<file path="config.mk">
export PLATFORM = sky130hd
export DESIGN_NAME = vsa_memsys
export DESIGN_NICKNAME = d
export VERILOG_FILES = /design/src/rtl/vsa_memsys.sv
export SDC_FILE = /design/constraint.sdc
export NUM_CORES = 1
export LEC_CHECK = 0
export BUFFER_PORTS_ARGS = -buffer_cell sky130_fd_sc_hd__buf_4
export CAP_MARGIN = 10
export CORE_AREA = 5 5 195 197
export DETAILED_ROUTE_END_ITERATION = 8
export DIE_AREA = 0 0 200 202
export HOLD_SLACK_MARGIN = 0.12
export PLACE_DENSITY = 0.89
export SLEW_MARGIN = 20
export SYNTH_ARGS = -nofsm -noshare
export SYNTH_HDL_FRONTEND = slang
export SYNTH_SLANG_ARGS = --single-unit
</file>
<file path="constraint.sdc">
create_clock -name clock -period 3.9 [get_ports clock]
set_input_delay 0.78 -clock clock [delete_from_list [all_inputs] [get_ports clock]]
set_output_delay 0.78 -clock clock [all_outputs]
set_load 0.05 [all_outputs]
</file>
<file path="src/rtl/vsa_memsys.sv">
// Instruction/data memory subsystem for the 12-bit VSA core.
// A valid/ready loader fills imem then dmem, then releases the core.
module vsa_memsys #(
  parameter int IDEPTH = 32,
  parameter int DDEPTH = 32
) (
  input  logic        clock,
  input  logic        reset,
  input  logic [4:0]  PC,
  output logic [11:0] instruction,
  input  logic [4:0]  ALUOutput,
  input  logic [4:0]  dataout,
  input  logic        wr,
  output logic [4:0]  datain,
  input  logic        ld_valid,
  input  logic [11:0] ld_data,
  input  logic        ld_last,
  output logic        ld_ready,
  output logic        cpu_run,
  output logic [1:0]  phase,
  output logic [5:0]  store_cnt
);

  localparam logic [1:0] PH_LI  = 2'd0;
  localparam logic [1:0] PH_LD  = 2'd1;
  localparam logic [1:0] PH_RUN = 2'd2;

  logic [11:0] imem [IDEPTH];
  logic [4:0]  dmem [DDEPTH];

  logic [1:0] phase_q, phase_d;
  logic [4:0] lcnt_q, lcnt_d;
  logic [5:0] store_cnt_q, store_cnt_d;
  logic       cpu_run_q, cpu_run_d;

  logic       xfer;
  logic       last;
  logic       imem_we;
  logic       dmem_we;
  logic [4:0] dmem_waddr;
  logic [4:0] dmem_wdata;

  assign ld_ready    = (phase_q != PH_RUN);
  assign xfer        = ld_valid & ld_ready;
  assign last        = ld_last | (lcnt_q == 5'd31);
  assign phase       = phase_q;
  assign cpu_run     = cpu_run_q;
  assign store_cnt   = store_cnt_q;
  assign instruction = (phase_q == PH_RUN) ? imem[PC] : 12'd0;
  assign datain      = dmem[ALUOutput];

  always_comb begin
    phase_d     = phase_q;
    lcnt_d      = lcnt_q;
    store_cnt_d = store_cnt_q;
    imem_we     = 1'b0;
    dmem_we     = 1'b0;
    dmem_waddr  = ALUOutput;
    dmem_wdata  = dataout;
    unique case (phase_q)
      PH_LI: begin
        if (xfer) begin
          imem_we = 1'b1;
          lcnt_d  = last ? 5'd0 : lcnt_q + 5'd1;
          if (last) phase_d = PH_LD;
        end
      end
      PH_LD: begin
        if (xfer) begin
          dmem_we    = 1'b1;
          dmem_waddr = lcnt_q;
          dmem_wdata = ld_data[4:0];
          lcnt_d     = last ? 5'd0 : lcnt_q + 5'd1;
          if (last) phase_d = PH_RUN;
        end
      end
      PH_RUN: begin
        if (wr) begin
          dmem_we = 1'b1;
          if (store_cnt_q != 6'd63) store_cnt_d = store_cnt_q + 6'd1;
        end
      end
      default: phase_d = PH_LI;
    endcase
    // Reset wins, but memory contents are deliberately preserved
    if (reset) begin
      phase_d     = PH_LI;
      lcnt_d      = 5'd0;
      store_cnt_d = 6'd0;
      imem_we     = 1'b0;
      dmem_we     = 1'b0;
    end
    cpu_run_d = (phase_d == PH_RUN);
  end

  always_ff @(posedge clock) begin
    phase_q     <= phase_d;
    lcnt_q      <= lcnt_d;
    store_cnt_q <= store_cnt_d;
    cpu_run_q   <= cpu_run_d;
  end

  always_ff @(posedge clock) begin
    if (imem_we) imem[lcnt_q] <= ld_data;
    if (dmem_we) dmem[dmem_waddr] <= dmem_wdata;
  end

endmodule

</file>
==> impl_metrics.json, run 1 <==
{
  "met3_usage_pct": 4.72,
  "power.density_mw_per_mm2": 504,
  "seqPwrFrac_pct": 52.8,
  "cts-root-buf": "clkbuf_16",
  "synth_edf_count": 544,
  "n_antenna_cell": 0,
  "layout_commonest_cell": "edfxtp_1",
  "die_w_um": 200,
  "htreeDepth": 2,
  "critPathRequiredTime_ns": 3.12,
  "grt_max_degree": 45,
  "path_cells": "buf_4, buf_4, mux4_2, mux2_2, o221ai_1, a31oi_1, buf_4",
  "final_area_sq_mm": 0.0250,
  "gp_congestion": 0.807,
  "p_leak_nw": 8.02,
  "grt_pass1_wl_um": 73700,
  "cap_violations": 0,
  "num_rows": 70,
  "internal-power_mw": 9.79,
  "critPathBufInv": 3,
  "setup_tns_ns": 0,
  "syn2layout_area_growth_pct": 13.2,
  "grt.total_usage_pct": 24.6,
  "synth_cells": 1068,
  "yosysWarnings": 0,
  "placed_area_sq_mm": 0.0233,
  "firstDrtPassIters": 5,
  "seq_area_frac_synth_pct": 75.4,
  "worst_pin_slew_ns": 1.18,
  "holdBufCountCts": 0,
  "mostFrequentLayoutCells": "edfxtp_1, mux4_2, buf_4, nor2_1, clkbuf_16",
  "grt_pass1_vias": 11545,
  "synth_top_flop_cell": "edfxtp_1",
  "total_power_mw": 12.6,
  "fmax_ghz": 0.263,
  "vias_per_cell": 6.65,
  "io-pin-count": 59,
  "startpoint_type": "input port",
  "drc": 0,
  "cts_tree": "done",
  "vias": 11204,
  "maxSlewHeadroom_pct": 20.8,
  "switchingPower_mw": 2.79,
  "cp_top_family": "multiplexers",
  "post_cts_buffers": 0,
  "setup_viol": 0,
  "grt_overflow_total": 0,
  "ys_ff_latch": 558,
  "drt_iter0_drc": 1491,
  "drive_gt1_share_pct": 29.3,
  "rsz0062_at_grt": "no",
  "crit_type": "in -> out",
  "synthArstFlopShare_pct": 0,
  "vdd_drop_max_v": 0.000507,
  "power_frac_comb_pct": 7.4,
  "ff_latch_area_sq_mm": 0.0166,
  "cp_slowest_cell": "mux4_2",
  "gr-max-usage-layer": "met2",
  "dieHeight_um": 202,
  "outcome": "completed",
  "yosysUniqueCellTypes": 40,
  "antenna_found_initial": 1,
  "path_common_cell": "buf_4",
  "clockPowerShare_pct": 39.8,
  "insertion_delay_ns": 0.60,
  "skew_ns": 0.0434,
  "period_share_pct": 97.5,
  "cts_inserted_buffers": 52,
  "ant_nets": 0,
  "syn_area_sq_mm": 0.0220,
  "wl_per_cell_um": 29.0,
  "finalNetCount": 1217,
  "finalWirelength_um": 48900,
  "port-buffer-count": 58,
  "swShare_pct": 22.2,
  "cts.sinks": 558,
  "cp_slowest_stage_delay_ns": 0.56,
  "coreArea_sq_mm": 0.0361,
  "crit_path_end_kind": "output pin",
  "synth_nets": 1111,
  "hold_viol_final": 0,
  "dp_hpwl_um": 29600,
  "multiInputGateArea_sq_mm": 0.00513,
  "min_path_type": "in -> reg",
  "start_util_pct": 61.1,
  "clkTransAtPathRegs_ns": 0.06,
  "grt_util_met2_pct": 40.7,
  "n_fill_cell": 2104,
  "r2r_slack_ns": 0.74,
  "clockBufferDepth": 3,
  "crit_arrival_ns": 3.02,
  "cts_resized": 0,
  "worstPathMaxFanout": 20,
  "syn_area_per_cell_sq_um": 20.6,
  "slew_viol_final": 0,
  "dieArea_sq_mm": 0.0404,
  "gr-usage-met1_pct": 33.1,
  "min_period_ns": 3.80
}
-- per-layer routing --
metal / routed length (um) / vias to the layer above
li1: - / 4629
met1: 17400 / 5728
met2: 25100 / 697
met3: 4400 / 148
met4: 1930 / 2
met5: 20 / -
-- per-stage QoR --
step                hold WS, ns  setup slack [ns]  util, %  instances
CTS                       0.456             0.199     69.1       1685
detailed placement        0.516             0.196     64.4       1588
global route              0.481            0.0384     69.1       1685
floorplan                 0.513             0.221        -       1068
global placement          0.506             0.263     64.4       1588
finish                    0.483            0.0965     69.1       1685
-- cells by family (layout without fill, tap and decap cells) --
logic type      count (synthesis)  after routing  synth area share (%)
buf+inv                        65            214                  1.32
compound gates                 84             84                  2.62
mux                           200            200                  16.9
fa+ha+maj                      11             11                 0.625
xor+xnor                        4              4                 0.159
simple gates                  146            146                  2.96
flops                         558            558                  75.4
-- cell type report --
cell class | instances | area share (%)
Clock inverter | 25 | 1.09
Inverter | 8 | 0.120
Sequential cell | 558 | 66.6
Multi-Input combinational cell | 445 | 20.5
Tap cell | 468 | 2.35
Clock buffer | 72 | 5.72
Timing Repair Buffer | 109 | 3.58
-- flip-flops by register name (all words and copies together), names as in the netlist --
name and flops:
phase 2, lcnt_q 5, dmem 160, cpu_run 1, imem 384, store_cnt 6
-- power by group through the flow --
stage | sequential (mW) | clock [mW] | combinational, mW
6_report | 6.64 | 5.01 | 0.927
5_1_grt | 6.64 | 5.35 | 0.974
4_1_cts | 6.64 | 5.07 | 0.925
3_5_place_dp | 6.77 | 0 | 0.916
3_3_place_gp | 6.77 | 0 | 0.878
2_1_floorplan | 6.80 | 0 | 0.542
-- cell usage after synthesis, drive strengths merged (2+ instances only) --
cell / n / area share [%]
edfxtp: 544 / 74
mux4: 134 / 14
nor2: 80 / 1.4
mux2: 36 / 1.8
mux2i: 30 / 1.4
clkbuf: 29 / 0.49
buf: 28 / 0.69
nand2: 26 / 0.44
o21ai: 20 / 0.45
dfxtp: 14 / 1.3
a31oi: 13 / 0.37
a22oi: 12 / 0.41
o221ai: 12 / 0.48
ha: 11 / 0.62
a221oi: 9 / 0.36
a21oi: 8 / 0.18
inv: 7 / 0.12
nand2b: 7 / 0.20
nor3: 5 / 0.11
or2: 5 / 0.14
nand3: 4 / 0.091
nand3b: 4 / 0.14
o2111ai: 4 / 0.16
xor2: 4 / 0.16
and2: 3 / 0.085
and3: 3 / 0.085
nor2b: 3 / 0.085
a2111oi: 2 / 0.080
and3b: 2 / 0.080
o211ai: 2 / 0.068
or3: 2 / 0.057
-- worst paths after layout --
kind / from / cells after the start / to
min: reset / 2 / store_cnt[4]
max: PC[1] / 7 / instruction[1]
min reg2reg: store_cnt[4] / 2 / store_cnt[4]
max reg2reg: phase[0] / 8 / dmem[31][0]
No activity file was read; power rests on OpenSTA's default activity.
==> inputs of run 2 (changes only) <==
==> constraint.sdc (replaced) <==
create_clock -name clock -period 3.9 [get_ports clock]
set_input_delay 0.585 -clock clock [delete_from_list [all_inputs] [get_ports clock]]
set_output_delay 0.585 -clock clock [all_outputs]
set_load 0.05 [all_outputs]
==> run 2 against run 1 <==
  * Core utilization fell by 0.38 points
  * Critical path type unchanged
  * Highest routed layer unchanged
  * Die area is the same
  * First-iteration DRC count shrank 2.2%
  * Global-route usage fell by 0.28 points
  * Combinational power is essentially flat
  * Final area down 0.55%
  * Critical endpoint is now instruction[8]
  * Sequential power about the same
  * Flip-flop and latch count did not move
  * Via count down 0.56%
  * Routed wire length down 0.89%
  * Clock skew is 0.028 ns lower
  * Sequential share of layout area rose by 0.37 points
==> impl_metrics.json, run 2 (synthesized netlist as in run 1, its figures left out) <==
{
  "dieArea_sq_mm": 0.0404,
  "critPathRequiredTime_ns": 3.31,
  "grt_pass1_wl_um": 72900,
  "gp_congestion": 0.835,
  "worst_pin_slew_ns": 0.963,
  "post_cts_buffers": 0,
  "drt_iter0_drc": 1458,
  "setup_viol": 0,
  "cts_inserted_buffers": 53,
  "slew_viol_final": 0,
  "gr-max-usage-layer": "met2",
  "n_fill_cell": 2094,
  "syn2layout_area_growth_pct": 12.6,
  "setup_tns_ns": 0,
  "gr-usage-met1_pct": 32.6,
  "antenna_found_initial": 1,
  "grt_util_met2_pct": 40.4,
  "finalWirelength_um": 48400,
  "power.density_mw_per_mm2": 499,
  "crit_type": "in -> out",
  "clockBufferDepth": 3,
  "finalNetCount": 1222,
  "min_period_ns": 3.55,
  "mostFrequentLayoutCells": "edfxtp_1, mux4_2, buf_4, nor2_1, clkbuf_16",
  "vdd_drop_max_v": 0.000473,
  "maxSlewHeadroom_pct": 35.4,
  "min_path_type": "in -> reg",
  "cap_violations": 0,
  "vias": 11141,
  "crit_path_start": "PC[1]",
  "dp_hpwl_um": 28500,
  "cts_tree": "done",
  "num_rows": 70,
  "p_leak_nw": 7.96,
  "start_util_pct": 61.1,
  "outcome": "completed",
  "drc": 0,
  "period_share_pct": 90.9,
  "fmax_ghz": 0.282,
  "io-pin-count": 59,
  "cts-root-buf": "clkbuf_16",
  "port-buffer-count": 58,
  "grt_pass1_vias": 11521,
  "clkTransAtPathRegs_ns": 0.06,
  "holdBufCountCts": 0,
  "drive_gt1_share_pct": 29.2,
  "cts_resized": 0,
  "n_antenna_cell": 0,
  "grt_overflow_total": 0,
  "largest_register": "imem",
  "crit_path_end_kind": "output pin",
  "coreArea_sq_mm": 0.0361,
  "setup_slack_ns": 0.353,
  "layout_commonest_cell": "edfxtp_1",
  "dp_slack_ns": 0.392,
  "insertion_delay_ns": 0.60,
  "grt_max_degree": 45,
  "worstPathMaxFanout": 40,
  "vias_per_cell": 6.61,
  "rsz0062_at_grt": "no",
  "startpoint_type": "input port",
  "die_w_um": 200,
  "crit_arrival_ns": 2.96,
  "ant_nets": 0,
  "wl_per_cell_um": 28.7,
  "min_from": "reset",
  "met3_usage_pct": 4.58,
  "reg2reg_from": "phase[0]",
  "firstDrtPassIters": 6,
  "hold_viol_final": 0,
  "dieHeight_um": 202,
  "largest_register_ffs": 384,
  "htreeDepth": 2,
  "grt.total_usage_pct": 24.3,
  "cts.sinks": 558,
  "skew_ns": 0.0159
}
==> run 2: changes by cell type in the layout (fill, tap and decap cells not counted), sizes merged <==
cell,delta
buf,+4
clkinv,-3
clkbuf,-2
bufinv,-1
clkinvlp,+1
inv,+1
==> run 2: per-layer routing <==
metal | up-vias | routed length [um]
met2 | 673 | 24800
met5 | - | 20
li1 | 4634 | -
met3 | 101 | 4470
met4 | 2 | 1690
met1 | 5731 | 17400
==> run 2: final cells by class <==
cell class                 instances  area, sq um  share of cell area [%]
clock inverter                    23          193                   0.777
timing repair buffer             113          873                    3.52
tap                              468          586                    2.36
inverter                           8         30.0                   0.121
clock buffer                      70         1390                    5.60
sequential                       558        16600                    67.0
multi-input combinational        445         5130                    20.7
==> run 2: report_power, final <==
part           leakage, nW  internal [mW]  switching (mW)
Clock                0.771           2.70            2.12
Combinational         2.19          0.321           0.605
Sequential            5.00           6.63          0.0160
Total                 7.96           9.64            2.74
==> run 2: path summary, 6_finish.rpt <==
path	to	slack [ns]	cells past startpoint
hold / removal	lcnt_q[2]	0.30	2
hold reg to reg	store_cnt[4]	0.55	2
setup reg to reg	dmem[31][3]	0.91	7
setup / recovery	instruction[8]	0.35	6
==> run 2: worst max-delay path, stage by stage <==
cell       delay [ns]
buf_4            0.57
buf_4            0.46
mux4_2           0.58
o2111ai_1        0.32
a31oi_1          0.18
buf_4            0.22
==> run 2: through the flow <==
stage / power (mW) / instance area (sq um) / utilization [%] / cells / hold slack [ns]
finish: 12.4 / 24800 / 68.8 / 1685 / 0.299
global route: 12.8 / 24800 / 68.8 / 1685 / 0.286
CTS: 12.4 / 24800 / 68.8 / 1685 / 0.259
detailed placement: 7.68 / 23200 / 64.4 / 1592 / 0.533
global placement: 7.65 / 23200 / 64.4 / 1592 / 0.507
floorplan: 7.34 / 22000 / - / 1068 / 0.513
==> inputs of run 3 (changes only) <==
==> constraint.sdc (replaced) <==
create_clock -name clock -period 3.27 [get_ports clock]
set_input_delay 0.4905 -clock clock [delete_from_list [all_inputs] [get_ports clock]]
set_output_delay 0.4905 -clock clock [all_outputs]
set_load 0.05 [all_outputs]
==> run 3 against run 2 <==
  * Routed wire length grew 3.6%
  * Non-clock buffer count rose by 14
  * Core utilization up 0.41 points
  * Clock-buffer cell count fell by 5
  * Setup slack got worse by 0.26 ns
  * Combinational power is 23% higher
  * Final area grew 0.59%
==> impl_metrics.json, run 3 (synthesized netlist as in run 1, its figures left out) <==
{
  "outcome": "completed",
  "grt_pass1_vias": 11572,
  "fmax_ghz": 0.315,
  "cts.sinks": 558,
  "met1_length_um": 17900,
  "clockBufferDepth": 3,
  "min_path_type": "in -> reg",
  "wl_met3_um": 4430,
  "crit_type": "in -> out",
  "syn2layout_area_growth_pct": 13.3,
  "slew_viol_final": 0,
  "vdd_drop_max_v": 0.000577,
  "critPathRequiredTime_ns": 2.78,
  "skew_ns": 0.0316,
  "worstPathMaxFanout": 13,
  "min_period_ns": 3.18,
  "finalWirelength_um": 50200,
  "vias": 11252,
  "top_layer_used": "met4",
  "rsz0062_at_grt": "no",
  "worst_pin_slew_ns": 1.18,
  "die_w_um": 200,
  "setup_slack_ns": 0.0942,
  "cap_violations": 0,
  "ant_nets": 0,
  "crit_arrival_ns": 2.69,
  "coreArea_sq_mm": 0.0361,
  "grt_overflow_total": 0,
  "num_rows": 70,
  "n_antenna_cell": 0,
  "hold_viol_final": 0,
  "min_from": "reset",
  "p_leak_nw": 8.03,
  "holdBufCountCts": 0,
  "dieHeight_um": 202,
  "cp_slowest_cell": "nor2_1",
  "path_cells": "buf_4, buf_12, buf_4, nor2_1, nand2_1, o2111ai_1, a31oi_1, buf_4",
  "mostFrequentLayoutCells": "edfxtp_1, mux4_2, buf_4, nor2_1, clkbuf_16",
  "cts_inserted_buffers": 52,
  "path_common_cell": "buf_4",
  "maxSlewHeadroom_pct": 20.7,
  "vias_per_cell": 6.63,
  "dp_slack_ns": 0.117,
  "startpoint_type": "input port",
  "largest_register_ffs": 384,
  "route.met2.wl_um": 26200,
  "setup_viol": 0,
  "insertion_delay_ns": 0.58,
  "reg2reg_from": "phase[0]",
  "htreeDepth": 2,
  "crit_path_end_kind": "output pin",
  "largest_register": "imem",
  "dp_hpwl_um": 30200,
  "io-pin-count": 59,
  "power.density_mw_per_mm2": 588,
  "firstDrtPassIters": 7,
  "port-buffer-count": 58,
  "drive_gt1_share_pct": 30.3,
  "period_share_pct": 97.1,
  "clkTransAtPathRegs_ns": 0.06,
  "antenna_found_initial": 0,
  "setup_tns_ns": 0,
  "grt.total_usage_pct": 24.9,
  "gp_congestion": 0.848,
  "drt_iter0_drc": 1315,
  "layout_commonest_cell": "edfxtp_1",
  "cp_slowest_stage_delay_ns": 0.82,
  "n_fill_cell": 2097,
  "cts-root-buf": "clkbuf_16",
  "crit_path_start": "PC[1]",
  "start_util_pct": 61.1,
  "dieArea_sq_mm": 0.0404,
  "drc": 0,
  "cts_tree": "done",
  "grt_max_degree": 45,
  "wl_per_cell_um": 29.6,
  "grt_pass1_wl_um": 74200,
  "finalNetCount": 1235
}
[run 3: cell types whose count changed in the layout (fill, tap and decap cells not counted), moves of 2 or more]
cell,previous run,this run
clkbuf_1,17,10
buf_12,2,6
clkinv_1,10,13
buf_4,111,121
clkinvlp_4,1,4
inv_6,3,0
bufinv_16,3,1
[run 3: power by group]
part	internal, mW	switching, mW	total (mW)
Sequential	7.90	0.0197	7.92
Combinational	0.400	0.737	1.14
Clock	3.10	2.51	5.61
Total	11.4	3.27	14.7
[run 3: final cells by class]
class | instances | area, sq um | area share [%]
inverter | 8 | 30.0 | 0.120
clock buffer | 65 | 1400 | 5.62
timing repair buffer | 127 | 1030 | 4.12
clock inverter | 26 | 165 | 0.662
sequential | 558 | 16600 | 66.6
tap | 468 | 586 | 2.35
multi-input combinational | 445 | 5130 | 20.6
[run 3: worst paths after layout]
check / to / slack (ns) / cells after the start
max: instruction[6] / 0.09 / 8
min: lcnt_q[2] / 0.25 / 2
max reg2reg: dmem[14][3] / 0.32 / 6
min reg2reg: store_cnt[4] / 0.54 / 2
[run 3: worst max-delay path: cells and delay by family]
family | cells | cell delay (ns)
AND/OR/NAND/NOR | 2 | 1.00
buffers and inverters | 4 | 0.80
AO/OA/AOI/OAI | 2 | 0.38
[run 3: layer usage]
layer | GRT usage [%] | vias up
li1 | - | 4672
met1 | 33.7 | 5764
met2 | 42.7 | 691
met3 | 3.77 | 125
met4 | 7.18 | 0
met5 | 0 | -
[run 3: metrics by stage]
| step | power (mW) | utilization, % | std cells | area, sq um | hold WS (ns) |
|---|---|---|---|---|---|
| floorplan | 8.75 | - | 1068 | 22000 | 0.513 |
| global placement | 9.15 | 64.8 | 1606 | 23400 | 0.509 |
| detailed placement | 9.19 | 64.8 | 1606 | 23400 | 0.535 |
| CTS | 14.7 | 69.2 | 1697 | 25000 | 0.215 |
| global route | 15.1 | 69.2 | 1697 | 25000 | 0.227 |
| finish | 14.7 | 69.2 | 1697 | 25000 | 0.245 |
[run 3: repair_timing]
item                       in CTS  in global routing
resized for setup               0                  1
setup endpoints to repair       0                  1
buffers inserted                0                  0
